`src/rtl/store_buffer.sv`:
```
// store_buffer: circular store buffer between dispatch/execute and the
// data-memory write port.
//   alloc_*   : dispatch allocates one entry per store (index = tail)
//   wb_*      : execute records address/data and sets the entry's wb bit
//   rob_commit_v_i : ROB retires the oldest uncommitted store
//   flush_i   : squash every uncommitted entry
//   sb_*      : written-back vector, head pointer and empty flag for issue
//   mem_*     : in-order drain of committed stores via valid/ready
module store_buffer #(
    parameter  int unsigned SB_ENTRY   = 8,
    parameter  int unsigned ADDR_WIDTH = 16,
    parameter  int unsigned DATA_WIDTH = 16,
    localparam int unsigned PW         = $clog2(SB_ENTRY)
) (
    input  logic                  clk_i,
    input  logic                  reset_n_i,
    input  logic                  alloc_v_i,
    output logic                  alloc_ready_o,
    output logic [PW-1:0]         alloc_sb_num_o,
    input  logic                  wb_v_i,
    input  logic [PW-1:0]         wb_sb_num_i,
    input  logic [ADDR_WIDTH-1:0] wb_addr_i,
    input  logic [DATA_WIDTH-1:0] wb_data_i,
    input  logic                  rob_commit_v_i,
    input  logic                  flush_i,
    output logic [SB_ENTRY-1:0]   sb_wb_vector_o,
    output logic [PW-1:0]         sb_commit_pt_o,
    output logic                  sb_empty_o,
    output logic                  mem_v_o,
    output logic [ADDR_WIDTH-1:0] mem_addr_o,
    output logic [DATA_WIDTH-1:0] mem_data_o,
    input  logic                  mem_ready_i
);

    localparam int unsigned PTRW = PW + 1;

    logic [PTRW-1:0]       head_q, head_d, cmt_q, cmt_d, tail_q, tail_d;
    logic [SB_ENTRY-1:0]   wb_q, wb_d;
    logic [ADDR_WIDTH-1:0] addr_q [SB_ENTRY];
    logic [ADDR_WIDTH-1:0] addr_d [SB_ENTRY];
    logic [DATA_WIDTH-1:0] data_q [SB_ENTRY];
    logic [DATA_WIDTH-1:0] data_d [SB_ENTRY];

    logic [PW-1:0] head_idx, cmt_idx, tail_idx;
    logic          full, wb_live, commit_ok;
    logic          alloc_fire, wb_fire, commit_fire, drain_fire;

    assign head_idx = head_q[PW-1:0];
    assign cmt_idx  = cmt_q[PW-1:0];
    assign tail_idx = tail_q[PW-1:0];

    assign full = (head_idx == tail_idx) && (head_q[PW] != tail_q[PW]);

    // An entry is live when its distance from head is below the occupancy.
    assign wb_live   = {1'b0, PW'(wb_sb_num_i - head_idx)} < PTRW'(tail_q - head_q);
    assign commit_ok = (cmt_q != tail_q) && wb_q[cmt_idx];

    assign alloc_fire  = alloc_v_i && !full && !flush_i;
    assign wb_fire     = wb_v_i && !flush_i && wb_live;
    assign commit_fire = rob_commit_v_i && commit_ok;
    assign drain_fire  = mem_v_o && mem_ready_i;

    // Outputs are pure functions of state (no bypass paths).
    assign alloc_ready_o  = !full;
    assign alloc_sb_num_o = tail_idx;
    assign sb_wb_vector_o = wb_q;
    assign sb_commit_pt_o = head_idx;
    assign sb_empty_o     = (head_q == tail_q);
    assign mem_v_o        = (head_q != cmt_q) && wb_q[head_idx];
    assign mem_addr_o     = addr_q[head_idx];
    assign mem_data_o     = data_q[head_idx];

    // Next-state: pointers, wb bits and entry payloads.
    always_comb begin
        logic [PW-1:0] sq_off;
        sq_off = '0;
        head_d = head_q + PTRW'(drain_fire);
        cmt_d  = cmt_q + PTRW'(commit_fire);
        tail_d = flush_i ? cmt_d : tail_q + PTRW'(alloc_fire);
        wb_d   = wb_q;
        addr_d = addr_q;
        data_d = data_q;

        if (wb_fire) begin
            wb_d[wb_sb_num_i]   = 1'b1;
            addr_d[wb_sb_num_i] = wb_addr_i;
            data_d[wb_sb_num_i] = wb_data_i;
        end
        if (drain_fire) begin
            wb_d[head_idx] = 1'b0;
        end
        // Squashed entries are those from the post-commit cmt up to the old tail.
        if (flush_i) begin
            for (int unsigned i = 0; i < SB_ENTRY; i++) begin
                sq_off = PW'(i) - cmt_d[PW-1:0];
                if ({1'b0, sq_off} < PTRW'(tail_q - cmt_d)) begin
                    wb_d[i] = 1'b0;
                end
            end
        end
    end

    // Control state with async reset.
    always_ff @(posedge clk_i or negedge reset_n_i) begin
        if (!reset_n_i) begin
            head_q <= '0;
            cmt_q  <= '0;
            tail_q <= '0;
            wb_q   <= '0;
        end else begin
            head_q <= head_d;
            cmt_q  <= cmt_d;
            tail_q <= tail_d;
            wb_q   <= wb_d;
        end
    end

    // Payload storage; contents of non-written-back entries are don't-care.
    always_ff @(posedge clk_i) begin
        addr_q <= addr_d;
        data_q <= data_d;
    end

    // Illegal-usage checks.
    a_wb_live: assert property (@(posedge clk_i) disable iff (!reset_n_i)
        (wb_v_i && !flush_i) |-> wb_live)
        else $error("store_buffer: writeback to non-live entry");

    a_commit_ok: assert property (@(posedge clk_i) disable iff (!reset_n_i)
        rob_commit_v_i |-> commit_ok)
        else $error("store_buffer: illegal commit");

    a_wb_drain: assert property (@(posedge clk_i) disable iff (!reset_n_i)
        !(wb_fire && drain_fire && (wb_sb_num_i == head_idx)))
        else $error("store_buffer: writeback and drain on same entry");

endmodule
```
`config.mk`:
```
export PLATFORM = sky130hd
export DESIGN_NAME = store_buffer
export DESIGN_NICKNAME = d
export VERILOG_FILES = /design/src/rtl/store_buffer.sv
export SDC_FILE = /design/constraint.sdc
export NUM_CORES = 1
export LEC_CHECK = 0
export ABC_AREA = 1
export CORE_MARGIN = 10
export CORE_UTILIZATION = 50
export DETAILED_ROUTE_END_ITERATION = 16
export GPL_TIMING_DRIVEN = 0
export MAX_ROUTING_LAYER = met4
export PLACE_DENSITY = 0.69
export SLEW_MARGIN = 25
export SYNTH_ARGS = -nofsm -noshare
export SYNTH_HDL_FRONTEND = slang
export SYNTH_SLANG_ARGS = --single-unit
```
`constraint.sdc`:
```
create_clock -name clk_i -period 6 [get_ports clk_i]
set_input_delay 1.2 -clock clk_i [delete_from_list [all_inputs] [get_ports clk_i]]
set_output_delay 1.2 -clock clk_i [all_outputs]
set_load 0.01 [all_outputs]
```
# Word-level counts from Yosys, hierarchy flattened
# Index checks and enable logic that the tools add are counted.
# classes
n_addsub	14
order_cmp	17
eq_ne	5
mux	30
n_bitwise	5
n_reduce_logical	14
# ops
operator	n
128-bit bitwise mux	2
16-bit binary-select mux with 3-bit select	2
16-bit 2-to-1 mux	5
16-bit demux with 3-bit select	1
3-bit by 4-bit less-than comparator with 1-bit output	9
8-bit 2-to-1 mux	3
4-bit by 1-bit adder with 4-bit output	3
1-bit logical AND	12
3-bit by 4-bit less-than comparator with 1-bit output, second input constant	3
1-bit 2-to-1 mux	12
3-bit subtractor, first input constant	4
8-bit bitwise AND	1
4-bit greater-or-equal comparator, second input constant	2
4-bit inequality test	2
3-bit inverter with 4-bit output	2
8-bit inverter	1
8-bit bitwise OR	1
4-bit subtractor	2
1-bit binary-select mux with 3-bit select	2
1-bit demux with 3-bit select	2
3-bit by 1-bit greater-or-equal comparator with 1-bit output, second input constant	2
1-bit by 3-bit subtractor with 3-bit output, first input constant	2
2-bit by 3-bit subtractor with 3-bit output, first input constant	2
4-bit == test	1
other kinds (6)	7
# word_totals
ff_bits	276
input_bits	42
out_inout_bits	49
wordCells	105

# Logic depth before layout (Yosys ltp)
# Gate-level depths: netlist of run 1.
# logic_depth
word_depth	10
mapped_depth	21
mapped_depth_nobuf	21

# Least setup slack after synthesis of run 1
# Ideal clock, no wire load.
# synth_timing
path_type	input to register
start	input port wb_sb_num_i[0]
end	register addr_q[0] (netlist name) (enable)
setup_ps	387
arrival_ps	3329
t_required_ps	5613
slack_ps	2285
stages	11
n_path_buf	0
path_cell_list	inv_1 -> ha_1 -> inv_1 -> fa_1 -> xor2_1 -> ha_1 -> nand2_1 -> nand2_1 -> nand2_1 -> nand3_1 -> inv_1
# synth_between
elab_chain_len	3
# synth_lines
element	line	source
start: declaration	21	input logic [PW-1:0] wb_sb_num_i,
3-bit subtractor	55	assign wb_live = {1'b0, PW'(wb_sb_num_i - head_idx)} < PTRW'(tail_q - head_q);
3-bit by 4-bit less-than comparator with 1-bit output	55	
1-bit logical AND	59	assign wb_fire = wb_v_i && !flush_i && wb_live;
end signal: assignment	120	addr_q <= addr_d;
end: declaration	39	logic [ADDR_WIDTH-1:0] addr_q [SB_ENTRY];
# No other way between the ends.
# A chain may end at the register's enable or synchronous reset.

# Final worst setup path of run 1
# layout_timing
start	register head_q[0]
end	output port mem_addr_o[8]
# layout_between
elab_chain_len	4
# layout_lines
element	line	source
start: declaration	37	logic [PTRW-1:0] head_q, head_d, cmt_q, cmt_d, tail_q, tail_d;
start signal: assignment	106	head_q <= '0;
start signal: assignment	111	head_q <= head_d;
3-bit inverter with 4-bit output (not written as such)	70	assign mem_addr_o = addr_q[head_idx];
16-bit binary-select mux with 3-bit select	70	
16-bit 2-to-1 mux (not written as such) (2 in a row)	70	
end: declaration	30	output logic [ADDR_WIDTH-1:0] mem_addr_o,
# No other way between the ends. The select of a mux whose other input is x is not followed.

==> impl_metrics.toml, run 1 <==
[status]
status = "finished, final reports clean"

[worst_setup_path]
required_ns = 4.80
reg2reg_from = "tail_q[1]$_DFF_PN0_"
slowest_delay_ns = 0.60
critPathSlowestCell = "clkbuf_1"
crit_type = "register to output port"
critPathTopFamily = "buffers and inverters"
critPathLaunchType = "register"
endpoint_kind = "output port"
worstPathMaxFanout = 10
crit_chain = "buf_4 -> inv_4 -> nand3_2 -> inv_2 -> clkbuf_1 -> a22oi_1 -> nand3b_1 -> clkdlybuf4s50_1"
crit_arrival_ns = 3.05
crit_start = "head_q[0]$_DFF_PN0_"
crit_buf_inv = 5

[timing]
setup_viol = 0
timing.final.crit_share_pct = 70.83
hold_slack_ns = 0.6080
worstMarginPinSlew_ns = 0.7561
rsz0062_at_grt = "false"
fmax_mhz = 235.3
worst_slack_ns = 1.750
report.final.slew_viol_count = 0
finalCriticalPeriod_ns = 4.250
final-hold-violation-count = 0
setup_tns_ns = 0
slew_headroom_pct = 49.59
clock_skew_ns = 0.007559

[flow_run]
maxCapViolCount = 0

[layout]
final_area_mm2 = 0.01397
nets = 1135
fin_util_pct = 61.35
drive_above_1_share_pct = 9.972
fillCellCount = 1736
multi_input_area_mm2 = 0.002895
regArea_mm2 = 0.008188
areaGrowthSynthToFinish_pct = 19.85
final_cells = 1397

[clock_network]
htree_levels = 1
cts_num_sinks = 276
cts_resized = 0
insertion_delay_ns = 0.54
ctsHoldBuffers = 0
cts.reportedPaths.clkPinSlew_ns = 0.06
ctsLongestPathBuffers = 3
cts_setup_buffers = 0
cts_buffers = 27
cts_root_buf = "clkbuf_16"
cts_tree = "done"

[grt]
grt_overflow_total = 0
track_usage_pct = 18.49
first_global_vias = 7435
grt_max_degree = 26
antenna_found_initial = 1
grt_pass1_wl_um = 42420

[worst_hold_path]
hold_class = "primary input to async pin"

[die]
die_h_um = 172.7
core-area_mm2 = 0.02278
row_count = 55
start_util_pct = 51.19
dieArea_mm2 = 0.02983
ioPinCount = 91
die_width_um = 172.7

[power_and_ir_drop]
vdd_drop_max_v = 0.0002802
totalPowerFinal_mw = 6.988
p_leak_nw = 5.362
powerDensity_mw_per_mm2 = 500.0

[yosys]
ys_top_cells_by_area = "edfxtp_1 (66%), nand2_1 (8.8%), dfrtp_1 (4.3%)"
async_flop_share_pct = 7.246
synth.cell_area_mm2 = 0.01166
ys_seq_area_share_pct = 70.22
synth_common_cells = "nand2_1 (272), edfxtp_1 (256), inv_1 (81), nor2_1 (50), nand4_1 (30)"
yosysTopAreaCell = "edfxtp_1"
ys_warn_count = 0
synth_edf_count = 256
yosys_most_used_dff = "edfxtp_1"
postSynthCellCount = 938
syn_nets = 1009
syn_area_per_cell_um2 = 12.43
yosysTopAreaCellShare_pct = 65.93
yosysMostFrequentCell = "nand2_1"
ys_ff_latch = 276
synth_cell_types = 35

[placement]
port_buffers = 89
placed_cells = 1348
pre_cts_slack_ns = 1.414
place_area_mm2 = 0.01313
gp_congestion = 0.8806
dp.final_hpwl_um = 17930

[route]
drtAntennaViolNets = 0
vias_per_cell = 5.308
firstDrtPassIters = 5
vias = 7415
drt-total-wl_um = 27500
wl_per_cell_um = 19.68
drc = 0
dr.first_iter.drc_count = 720
-- state kept, by name (all words and copies together), names as in the netlist --
signal / cells
sb_wb_vector_o: 8
data_q: 128
tail_q: 4
head_q: 4
cmt_q: 4
addr_q: 128
-- area by class of cell --
| type | count | area share, % |
|---|---|---|
| antenna | 1 | 0.01791 |
| clock inverter | 13 | 1.048 |
| tap | 313 | 2.802 |
| multi-input combinational | 534 | 20.72 |
| clock buffer | 35 | 5.050 |
| buffer | 38 | 1.692 |
| timing repair buffer | 97 | 7.646 |
| sequential | 276 | 58.59 |
| inverter | 90 | 2.435 |
-- worst register-to-register path: stages, from the launching register on --
cell,delay [ns]
dfrtp_1,0.63
xnor2_1,0.17
nand3_1,0.08
o21ai_0,0.17
a21oi_1,0.07
ha_1,0.21
ha_1,0.36
inv_1,0.19
nand2_1,0.09
inv_1,0.09
nor2_1,0.04
ha_1,0.17
nor2_1,0.13
xor2_1,0.55
ha_1,0.36
o21bai_1,0.15
nand3_1,0.10
nand2_1,0.09
nand2_1,0.07
nor2_1,0.09
-- logic make-up (layout without fill, tap and decap cells) --
group           count (synthesis)  in the layout  synth area share, %
flops                         276            276                70.22
xor+xnor                       19             19                1.427
simple gates                  406            406                14.92
compound gates                 80             80                5.183
fa+ha+maj                      29             29                3.305
buf+inv                       128            273                4.947
other cells                     0              1                    0
-- routing by layer --
metal,track usage [%],part of all wire (%),vias up
li1,-,-,3524
met1,24.49,43,3545
met2,29.45,47,304
met3,3.224,7.6,42
met4,4.024,1.8,0
met5,-,0,-
-- worst paths after layout --
| check | slack, ns | cells past startpoint | endpoint |
|---|---|---|---|
| worst min-delay path | 0.61 | 1 | head_q[3]$_DFF_PN0_ |
| min in group clk_i | 0.61 | 2 | head_q[3]$_DFF_PN0_ |
| worst max register to register | 2.13 | 19 | sb_wb_vector_o[3]$_DFF_PN0_ |
| max in group asynchronous | 5.06 | 1 | head_q[1]$_DFF_PN0_ |
| worst min register to register | 0.61 | 2 | head_q[3]$_DFF_PN0_ |
| worst max-delay path | 1.75 | 8 | mem_addr_o[8] |
-- power breakdown --
part / switching [mW] / total (mW) / leakage, nW / internal, mW
sequential: 0.0882 / 2.33 / 2.56 / 2.24
combinational: 1.77 / 3.02 / 2.39 / 1.25
clock: 0.680 / 1.64 / 0.413 / 0.957
total: 2.54 / 6.99 / 5.36 / 4.45
-- placed cells by master, fill, tap and decap left out, types with 4 or more instances in the layout --
cell,count
buf_4,8
nor2_1,50
a22o_1,8
o211ai_1,4
clkinv_1,7
ha_1,26
buf_6,5
buf_12,5
nand2_1,272
xor2_1,11
clkbuf_16,27
or2_1,4
a211oi_1,6
edfxtp_1,256
inv_1,73
a21oi_1,5
a22oi_1,24
nand3_1,28
a221oi_1,15
clkdlybuf4s50_1,88
xnor2_1,8
nand3_2,4
nand4_1,30
dfrtp_1,20
clkbuf_1,12
o21ai_0,10
nand3b_1,8
o2111ai_1,4
buf_2,22
inv_2,16
nand2_2,4
No activity file was read; power rests on OpenSTA's default activity.
==> run 2, diff against run 1 <==
clock period = 4 ns   (was 6 ns; I/O delays follow)
==> run 2 against run 1 <==
Critical path depth shrank 1. Highest routed layer unchanged. Largest cell class unchanged. Non-clock buffer count is 1 higher. Sequential share of layout area is 0.064 points lower. Register-to-register slack worse by 1.6 ns. Count of clock-buffer cells in the layout stayed put.
==> impl_metrics.toml, run 2 (synthesis results as in run 1) <==
[die]
start_util_pct = 51.19
die_h_um = 172.7
core-area_mm2 = 0.02278
die_width_um = 172.7
ioPinCount = 91
row_count = 55
dieArea_mm2 = 0.02983

[worst_setup_path]
required_ns = 3.20
crit_buf_inv = 4
critPathSlowestCell = "clkbuf_1"
crit_arrival_ns = 2.94
critPathLaunchType = "register"
crit_chain = "buf_4 -> nand3_2 -> inv_2 -> clkbuf_1 -> a22oi_1 -> nand3b_1 -> clkdlybuf4s50_1"
critPathTopFamily = "buffers and inverters"
worstPathMaxFanout = 10
endpoint_kind = "output port"
crit_type = "register to output port"
slowest_delay_ns = 0.57

[timing]
hold_slack_ns = 0.2057
rsz0062_at_grt = "false"
worstMarginPinSlew_ns = 0.7290
fmax_mhz = 267.7
worst_slack_ns = 0.2639
report.final.slew_viol_count = 0
finalCriticalPeriod_ns = 3.736
timing.final.crit_share_pct = 93.40
slew_headroom_pct = 51.40
final-hold-violation-count = 0
clock_skew_ns = 0.008620
setup_viol = 0

[clock_network]
ctsHoldBuffers = 0
cts_buffers = 27
cts.reportedPaths.clkPinSlew_ns = 0.06
ctsLongestPathBuffers = 3
insertion_delay_ns = 0.54
cts_tree = "done"
htree_levels = 1
cts_root_buf = "clkbuf_16"
cts_num_sinks = 276

[layout]
nets = 1136
mostFrequentLayoutCell = "nand2_1"
final_cell_mix = "nand2_1 (272), edfxtp_1 (256), clkdlybuf4s50_1 (88), inv_1 (73), nor2_1 (50)"
fin_util_pct = 61.43
drive_above_1_share_pct = 10.33
areaGrowthSynthToFinish_pct = 20.00

[power_and_ir_drop]
p_leak_nw = 5.370
vdd_drop_max_v = 0.0004181
powerDensity_mw_per_mm2 = 753.1

[grt]
met3_usage_pct = 3.224
first_global_vias = 7435
grt_overflow_total = 0
grtUsageMet2_pct = 29.45
track_usage_pct = 18.49
grt_max_degree = 26
top_usage_layer = "met2"
grt_pass1_wl_um = 42420
antenna_found_initial = 1
met1_usage_pct = 24.49

[worst_hold_path]
hold_class = "primary input to async pin"

[route]
wl_per_cell_um = 19.65
drtAntennaViolNets = 0
drc = 0
drt-total-wl_um = 27470
dr.first_iter.drc_count = 707
vias = 7401
vias_per_cell = 5.294
firstDrtPassIters = 5

[placement]
dp.final_hpwl_um = 17930
port_buffers = 89
gp_congestion = 0.8806
pre_cts_slack_ns = -0.1863

[status]
status = "finished, final reports clean"

[flow_run]
maxCapViolCount = 0
[run 2: cell count changes in the layout (fill, tap and decap cells not counted), sizes merged]
cell,change
buf,+1
[run 2: path summary, 6_finish.rpt]
| kind | from | end | slack (ns) | cells after the start |
|---|---|---|---|---|
| min | reset_n_i | head_q[3]$_DFF_PN0_ | 0.21 | 1 |
| max | head_q[0]$_DFF_PN0_ | mem_addr_o[8] | 0.26 | 7 |
| max in group asynchronous | reset_n_i | tail_q[1]$_DFF_PN0_ | 3.45 | 1 |
| min in group clk_i | head_q[3]$_DFF_PN0_ | head_q[3]$_DFF_PN0_ | 0.61 | 2 |
| max reg2reg | cmt_q[0]$_DFF_PN0_ | sb_wb_vector_o[3]$_DFF_PN0_ | 0.50 | 21 |
| min reg2reg | head_q[3]$_DFF_PN0_ | head_q[3]$_DFF_PN0_ | 0.61 | 2 |
[run 2: per-stage QoR]
stage          total power, mW  cell area, um2  setup TNS, ns  cells
6_report                 10.54           13990              0   1398
5_1_grt                  11.33           13990              0   1398
4_1_cts                  10.55           13980              0   1396
3_5_place_dp             8.093           13130         -1.754   1348
3_3_place_gp             7.985           12940        -166.72   1340
2_1_floorplan            6.337           11660              0    938
[run 2: metal layers]
metal | vias up | share of wire [%]
met4 | 0 | 1.8
met1 | 3567 | 44
met5 | - | 0
li1 | 3525 | -
met2 | 268 | 47
met3 | 41 | 7.2
[run 2: power by group]
group | internal (mW) | total [mW] | leakage [nW] | switching, mW
Clock | 1.44 | 2.46 | 0.413 | 1.02
Combinational | 1.92 | 4.59 | 2.40 | 2.67
Sequential | 3.36 | 3.49 | 2.56 | 0.132
[run 2: area by class of cell]
type / instances / area (um2)
inverters: 90 / 340.3
fillers: 1734 / 8786
repair buffers: 98 / 1076
plain buffers: 38 / 237.7
clock inverters: 13 / 146.4
well taps: 313 / 391.6
clock buffers: 35 / 705.7
diodes: 1 / 2.502
flip-flops and latches: 276 / 8189
multi-input cells: 534 / 2903
[run 2: timing repair]
| action | CTS | global route |
|---|---|---|
| setup buffers | 0 | 1 |
| gates resized for setup | 0 | 4 |
| endpoints found under the setup margin | 0 | 9 |
